<file path="src/rtl/unit_deploy_scheduler.sv">
// Friendly unit slot controller: gold budget, lowest-free-slot allocation, tick strobe sequencing.
// Optional buy cooldown is enabled by defining DEPLOY_COOLDOWN_EN.
module unit_deploy_scheduler #(
    parameter int         NUM_SLOTS   = 4,
    parameter logic [9:0] COST1       = 10'd20,
    parameter logic [9:0] COST2       = 10'd40,
    parameter logic [9:0] COST3       = 10'd80,
    parameter logic [9:0] INCOME      = 10'd1,
    parameter logic [9:0] GOLD_MAX    = 10'd999,
    parameter int         ACK_TIMEOUT = 4
`ifdef DEPLOY_COOLDOWN_EN
    ,
    parameter int         COOLDOWN    = 8
`endif
) (
    input  logic                   clk,
    input  logic                   reset,
    input  logic                   gameTick,
    input  logic                   buyBtn,
    input  logic                   SW1,
    input  logic                   SW2,
    input  logic                   SW3,
    input  logic [2*NUM_SLOTS-1:0] slotType,
    input  logic [9*NUM_SLOTS-1:0] slotPos,
    output logic [NUM_SLOTS-1:0]   purchase,
    output logic                   damageSCEN,
    output logic                   moveSCEN,
    output logic [9:0]             gold,
    output logic [8:0]             friendFront,
    output logic                   busy,
    output logic                   buyReject
);
    localparam int IDX_W = (NUM_SLOTS > 1) ? $clog2(NUM_SLOTS) : 1;
    localparam int ACK_W = $clog2(ACK_TIMEOUT) + 1;

    typedef enum logic [2:0] {
        S_IDLE, S_TICK_DMG, S_TICK_MOVE, S_CHECK, S_GRANT, S_WAIT_ACK
    } state_t;

    state_t               r_state;
    logic                 r_tick_pend;
    logic                 r_buy_pend;
    logic [2:0]           r_sw;
    logic [IDX_W-1:0]     r_idx;
    logic [9:0]           r_cost;
    logic [9:0]           r_gold;
    logic [ACK_W-1:0]     r_ack_cnt;
    logic [NUM_SLOTS-1:0] r_purchase;
    logic                 r_damage;
    logic                 r_move;
    logic                 r_busy;
    logic                 r_reject;
    logic [8:0]           r_front;

    logic [1:0]       w_slot_type [NUM_SLOTS];
    logic [8:0]       w_slot_pos  [NUM_SLOTS];
    logic             w_free_found;
    logic [IDX_W-1:0] w_free_idx;
    logic [8:0]       w_front;
    logic [9:0]       w_cost;
    logic             w_sw_onehot;
    logic [10:0]      w_inc_sum;
    logic [10:0]      w_ref_sum;
    logic [9:0]       w_gold_inc;
    logic [9:0]       w_gold_ref;
    logic             w_ack;
    logic             w_tick_go;
    logic             w_ack_ok;
    logic             w_cd_block;

    generate
        for (genvar gi = 0; gi < NUM_SLOTS; gi++) begin : g_slot
            assign w_slot_type[gi] = slotType[2*gi +: 2];
            assign w_slot_pos[gi]  = slotPos[9*gi +: 9];
        end
    endgenerate

    // Descending scan so the lowest free index is the one left standing.
    always_comb begin
        w_free_found = 1'b0;
        w_free_idx   = '0;
        for (int i = NUM_SLOTS - 1; i >= 0; i--) begin
            if (w_slot_type[i] == 2'b00) begin
                w_free_found = 1'b1;
                w_free_idx   = IDX_W'(i);
            end
        end
    end

    always_comb begin
        w_front = 9'h1FF;
        for (int i = 0; i < NUM_SLOTS; i++) begin
            if (w_slot_type[i] != 2'b00 && w_slot_pos[i] < w_front)
                w_front = w_slot_pos[i];
        end
    end

    always_comb begin
        w_sw_onehot = 1'b1;
        case (r_sw)
            3'b001:  w_cost = COST1;
            3'b010:  w_cost = COST2;
            3'b100:  w_cost = COST3;
            default: begin
                w_cost      = '0;
                w_sw_onehot = 1'b0;
            end
        endcase
    end

    assign w_inc_sum  = {1'b0, r_gold} + {1'b0, INCOME};
    assign w_ref_sum  = {1'b0, r_gold} + {1'b0, r_cost};
    assign w_gold_inc = (w_inc_sum > {1'b0, GOLD_MAX}) ? GOLD_MAX : w_inc_sum[9:0];
    assign w_gold_ref = (w_ref_sum > {1'b0, GOLD_MAX}) ? GOLD_MAX : w_ref_sum[9:0];
    assign w_ack      = (w_slot_type[r_idx] != 2'b00);
    assign w_tick_go  = (r_state == S_IDLE) && r_tick_pend;
    assign w_ack_ok   = (r_state == S_WAIT_ACK) && w_ack;

`ifdef DEPLOY_COOLDOWN_EN
    localparam int CD_W = $clog2(COOLDOWN + 1);
    logic [CD_W-1:0] r_cd_cnt;

    always_ff @(posedge clk) begin
        if (!reset)
            r_cd_cnt <= '0;
        else if (w_ack_ok)
            r_cd_cnt <= CD_W'(COOLDOWN);
        else if (w_tick_go && r_cd_cnt != '0)
            r_cd_cnt <= r_cd_cnt - 1'b1;
    end
    assign w_cd_block = (r_cd_cnt != '0);
`else
    assign w_cd_block = 1'b0;
`endif

    always_ff @(posedge clk) begin
        if (!reset) begin
            r_state     <= S_IDLE;
            r_tick_pend <= 1'b0;
            r_buy_pend  <= 1'b0;
            r_sw        <= '0;
            r_idx       <= '0;
            r_cost      <= '0;
            r_gold      <= COST1;
            r_ack_cnt   <= '0;
            r_purchase  <= '0;
            r_damage    <= 1'b0;
            r_move      <= 1'b0;
            r_busy      <= 1'b0;
            r_reject    <= 1'b0;
            r_front     <= 9'h1FF;
        end else begin
            r_front    <= w_front;
            r_purchase <= '0;
            r_damage   <= 1'b0;
            r_move     <= 1'b0;
            r_reject   <= 1'b0;
            if (gameTick)
                r_tick_pend <= 1'b1;
            if (buyBtn && !r_buy_pend) begin
                r_buy_pend <= 1'b1;
                r_sw       <= {SW3, SW2, SW1};
            end
            case (r_state)
                S_IDLE: begin
                    if (r_tick_pend) begin
                        r_tick_pend <= 1'b0;
                        r_damage    <= 1'b1;
                        r_gold      <= w_gold_inc;
                        r_state     <= S_TICK_DMG;
                    end else if (r_buy_pend) begin
                        r_buy_pend <= 1'b0;
                        r_state    <= S_CHECK;
                    end
                end
                S_TICK_DMG: begin
                    r_move  <= 1'b1;
                    r_state <= S_TICK_MOVE;
                end
                S_TICK_MOVE: r_state <= S_IDLE;
                S_CHECK: begin
                    if (!w_sw_onehot || !w_free_found || r_gold < w_cost || w_cd_block) begin
                        r_reject <= 1'b1;
                        r_state  <= S_IDLE;
                    end else begin
                        r_idx      <= w_free_idx;
                        r_cost     <= w_cost;
                        r_gold     <= r_gold - w_cost;
                        r_purchase <= NUM_SLOTS'(1) << w_free_idx;
                        r_busy     <= 1'b1;
                        r_state    <= S_GRANT;
                    end
                end
                S_GRANT: begin
                    r_ack_cnt <= '0;
                    r_state   <= S_WAIT_ACK;
                end
                S_WAIT_ACK: begin
                    if (w_ack) begin
                        r_busy  <= 1'b0;
                        r_state <= S_IDLE;
                    end else if (r_ack_cnt == ACK_W'(ACK_TIMEOUT - 1)) begin
                        r_gold   <= w_gold_ref;
                        r_reject <= 1'b1;
                        r_busy   <= 1'b0;
                        r_state  <= S_IDLE;
                    end else begin
                        r_ack_cnt <= r_ack_cnt + 1'b1;
                    end
                end
                default: r_state <= S_IDLE;
            endcase
        end
    end

    assign purchase    = r_purchase;
    assign damageSCEN  = r_damage;
    assign moveSCEN    = r_move;
    assign gold        = r_gold;
    assign friendFront = r_front;
    assign busy        = r_busy;
    assign buyReject   = r_reject;
endmodule

</file>
<file path="config.mk">
export PLATFORM = sky130hd
export DESIGN_NAME = unit_deploy_scheduler
export DESIGN_NICKNAME = d
export VERILOG_FILES = /design/src/rtl/unit_deploy_scheduler.sv
export SDC_FILE = /design/constraint.sdc
export NUM_CORES = 1
export LEC_CHECK = 0
export ABC_AREA = 1
export CAP_MARGIN = 10
export CORE_MARGIN = 10
export CORE_UTILIZATION = 55
export DETAILED_ROUTE_END_ITERATION = 6
export PLACE_DENSITY_LB_ADDON = 0.2
export SLEW_MARGIN = 20
export SYNTH_ARGS = -nofsm -noshare
export SYNTH_HDL_FRONTEND = slang
export SYNTH_SLANG_ARGS = --single-unit
</file>
<file path="constraint.sdc">
create_clock -name clk -period 8.5 [get_ports clk]
set_input_delay 0.85 -clock clk [delete_from_list [all_inputs] [get_ports clk]]
set_output_delay 0.85 -clock clk [all_outputs]
set_load 0.01 [all_outputs]
</file>
==> flow_summary.rst <==
.. list-table::
   :header-rows: 1

   * - Metric
     - Value
   * - Outcome
     - complete, no violations
   * - Fraction of registers with async set or reset after synthesis
     - 0%
   * - Syn-to-layout area delta
     - 27.2%
   * - Hold/Removal Path Class
     - flop to flop
   * - Total Negative Setup Slacks
     - 0 ns
   * - Cell area after technology mapping
     - 0.00352 mm²
   * - Unrepaired setup endpoints after global routing
     - no
   * - Pleak
     - 2.07 nW
   * - Number of nets at the end of the flow
     - 692
   * - Max-slew headroom at the worst pin
     - 30.1%
   * - Maximum count of clock buffers along a single path
     - 2
   * - Critical Path Start Type
     - primary input
   * - Pwr dens
     - 228 mW/mm²
   * - Final hold slack
     - 0.488 ns
   * - Number of rows in the core area
     - 29
   * - Number of DRC markers in iteration 0
     - 265
   * - Clock root buffer
     - sky130_fd_sc_hd__clkbuf_8
   * - Final core area utilization
     - 71.3%
   * - Slew at the pin with the worst max-slew slack
     - 1.05 ns
   * - Via density per instance
     - 5.50
   * - Internal power
     - 567 µW
   * - Most frequent standard cell in the layout excluding fill and tap cells
     - sky130_fd_sc_hd__nand2_1
   * - Post-synth net total
     - 614
   * - Sequential cell area
     - 881 µm²
   * - DRT antenna net count
     - 0
   * - Crit path DAT
     - 6.88 ns
   * - Kind of end point of the critical path
     - flop
   * - Critical Setup Path Class
     - primary input to flop
   * - Switching share of power
     - 44.5%
   * - Total clock buffers created by CTS
     - 5
   * - Total of hold buffers inserted after clock tree synthesis
     - 0
   * - Max stage delay on crit path
     - 0.82 ns
   * - Maximum clock frequency
     - 149 MHz
   * - Core area
     - 0.00628 mm²
   * - DRC violations left
     - 0
   * - Endpoints failing setup
     - 0
   * - Pin count of the biggest net entering global routing
     - 32
   * - Net switching power
     - 454 µW
   * - Number of enable flip-flop cells after synthesis
     - 0
   * - CTS tree
     - built
   * - Path depth of the worst reg2reg path
     - 23
   * - Total clock sinks
     - 44
   * - Pre-Repair DR Iteration Count
     - 5
   * - YS warnings
     - 0
   * - Overall track demand over capacity in global routing
     - 19.3%
   * - R2r endpoint
     - gold[3]
   * - Fraction of final layout cells with drive strength greater than 1
     - 4.79%
   * - Detailed placer's ending HPWL
     - 7940 µm
   * - Count of filler cells inserted in the layout
     - 530
   * - Most frequent cells in the layout
     - sky130_fd_sc_hd__nand2_1, sky130_fd_sc_hd__inv_1, sky130_fd_sc_hd__clkdlybuf4s50_1
   * - Worst setup slack for register-to-register paths
     - 4.65 ns
   * - H-tree levels
     - 2
   * - Startpoint of the lowest-slack hold path
     - r_buy_pend
   * - Number of antenna cells inserted
     - 0
   * - Prevailing post-synth register cell
     - sky130_fd_sc_hd__dfxtp_1
   * - Vias in the first global route
     - 3,670
   * - Destination of the critical timing path
     - friendFront[2]
   * - Synthesized instance count
     - 526
   * - Source-to-sink clock delay at the later pin of the worst-skew pair
     - 0.31 ns
   * - Number of antenna violations at the first check in global routing
     - 0
   * - Post-layout power
     - 1.02 mW
   * - Final period demand of the worst path
     - 6.71 ns
   * - Clk_skew
     - 0.0122 ns
   * - Flip-flop and latch count after synthesis
     - 44
   * - WP data required
     - 8.67 ns
   * - Wire length after detailed routing
     - 9680 µm
   * - Average size of a mapped cell
     - 6.69 µm²
   * - Area of the multi-input gates
     - 0.00229 mm²
   * - Port buffer count
     - 77
   * - Number of failing hold endpoints at the final stage
     - 0
   * - Peak fanout along the critical path
     - 17
   * - Chip height
     - 100 µm
   * - Comb pwr share
     - 53.6%
   * - Final Max Slew Viols
     - 0
   * - Wire length per cell
     - 14.2 µm
   * - Overall via count from detail_route
     - 3,749
   * - Post-synth cell types
     - 46
   * - Cell with the biggest individual delay on the critical path
     - sky130_fd_sc_hd__a2111oi_2
   * - Placer congestion estimate
     - 1.00
   * - Count of cells resized by post-cts repair
     - 0
   * - Aggregate global routing overflow
     - 0
   * - Launch point of the worst path
     - slotPos[3]
   * - Proportion of synthesized chip area in sequential cells
     - 25.0%
   * - Post-CTS Setup Bufs
     - 0
   * - Clock network fraction of total power
     - 16.5%
   * - Effective utilization at floorplan
     - 56.1%
   * - Global-route wire length before repair
     - 16,300 µm
   * - Boundary pin count
     - 78
   * - Startpoint of the worst register-to-register path
     - r_sw[0]
   * - Die W
     - 100 µm
   * - Worst vdd rail ir drop
     - 0.170 mV
   * - Clock slew at the register clock pins of the worst setup and hold paths
     - 0.10 ns
   * - Final cycle utilization of the critical path
     - 78.9%
   * - Die area
     - 0.0100 mm²
   * - Max Cap Violations
     - 0
   * - Fraction of power consumed by sequential logic
     - 29.9%
routing by layer:
metal / up-vias / global-route usage, % / wire (µm)
li1: 1914 / - / -
met1: 1691 / 23.8 / 4270
met2: 117 / 31.7 / 4470
met3: 27 / 5.22 / 702
met4: 0 / 6.30 / 238
met5: - / 0 / 0
synth_stat cells, types with 4 or more instances:
master / n / area (µm²)
sky130_fd_sc_hd__o21a_1: 6 / 45.0
sky130_fd_sc_hd__nand2_1: 98 / 368
sky130_fd_sc_hd__dfxtp_1: 44 / 881
sky130_fd_sc_hd__nand2_2: 5 / 31.3
sky130_fd_sc_hd__clkbuf_1: 4 / 15.0
sky130_fd_sc_hd__o21ai_0: 43 / 215
sky130_fd_sc_hd__nor3_1: 8 / 40.0
sky130_fd_sc_hd__xor2_1: 11 / 96.3
sky130_fd_sc_hd__ha_1: 35 / 438
sky130_fd_sc_hd__a31oi_1: 5 / 31.3
sky130_fd_sc_hd__nand3_1: 53 / 265
sky130_fd_sc_hd__o211ai_1: 4 / 30.0
sky130_fd_sc_hd__nor2_1: 53 / 199
sky130_fd_sc_hd__a21oi_1: 28 / 140
sky130_fd_sc_hd__o21ai_1: 4 / 20.0
sky130_fd_sc_hd__inv_1: 82 / 308
stage by stage:
step | instance area, µm² | setup slack [ns] | instances
2_1_floorplan | 3520 | 2.80 | 526
3_3_place_gp | 4360 | 1.90 | 674
3_5_place_dp | 4360 | 1.57 | 674
4_1_cts | 4480 | 1.87 | 682
5_1_grt | 4480 | 1.11 | 682
6_report | 4480 | 1.79 | 682
how the worst min path moves through the flow:
| stage | to | slack (ns) | cells past startpoint |
|---|---|---|---|
| 2_1_floorplan | r_ack_cnt[2] | 0.45 | 2 |
| 3_3_place_gp | r_ack_cnt[2] | 0.46 | 2 |
| 3_5_place_dp | r_ack_cnt[2] | 0.48 | 2 |
| 4_1_cts | r_ack_cnt[2] | 0.49 | 2 |
| 5_1_grt | r_ack_cnt[2] | 0.52 | 2 |
| 6_report | r_buy_pend | 0.49 | 2 |
worst max-delay path: cells and delay by family:
family / cells / cell delay [ns]
adder cells (fa/ha/maj): 3 / 0.90
AO/OA/AOI/OAI: 10 / 2.71
buffers and inverters: 3 / 0.74
AND/OR/NAND/NOR: 14 / 1.67
kinds of logic after synthesis:
kind of cell               Yosys count  share of synthesized area (%)
AOI/OAI and AO/OA                  107                           18.5
xor gates and xnor gates            13                           3.24
adders and majority gates           37                           13.6
buffers and inverters               92                           9.95
DFF                                 44                           25.0
and+or+nand+nor                    233                           29.7
cell type report:
class | instances | share of cell area [%]
sequential | 44 | 19.7
multi-input combinational | 390 | 51.1
clock buffer | 5 | 1.54
timing repair buffer | 78 | 17.4
inverter | 85 | 7.12
tap | 77 | 2.15
clock inverter | 3 | 1.03
registers in the layout (all words and copies together) (netlist names):
register     count
busy             1
buyReject        1
damageSCEN       1
friendFront      9
gold            10
moveSCEN         1
purchase         4
r_ack_cnt        3
r_buy_pend       1
r_cost           4
r_idx            2
r_state          3
r_sw             3
r_tick_pend      1
power by group through the flow:
stage          clock network, mW  logic, mW  registers, mW
6_report                   0.168      0.548          0.305
2_1_floorplan                  0      0.357          0.306
4_1_cts                    0.170      0.544          0.304
3_5_place_dp                   0      0.539          0.309
5_1_grt                    0.181      0.616          0.312
3_3_place_gp                   0      0.521          0.306
No activity file was read; power rests on OpenSTA's default activity.
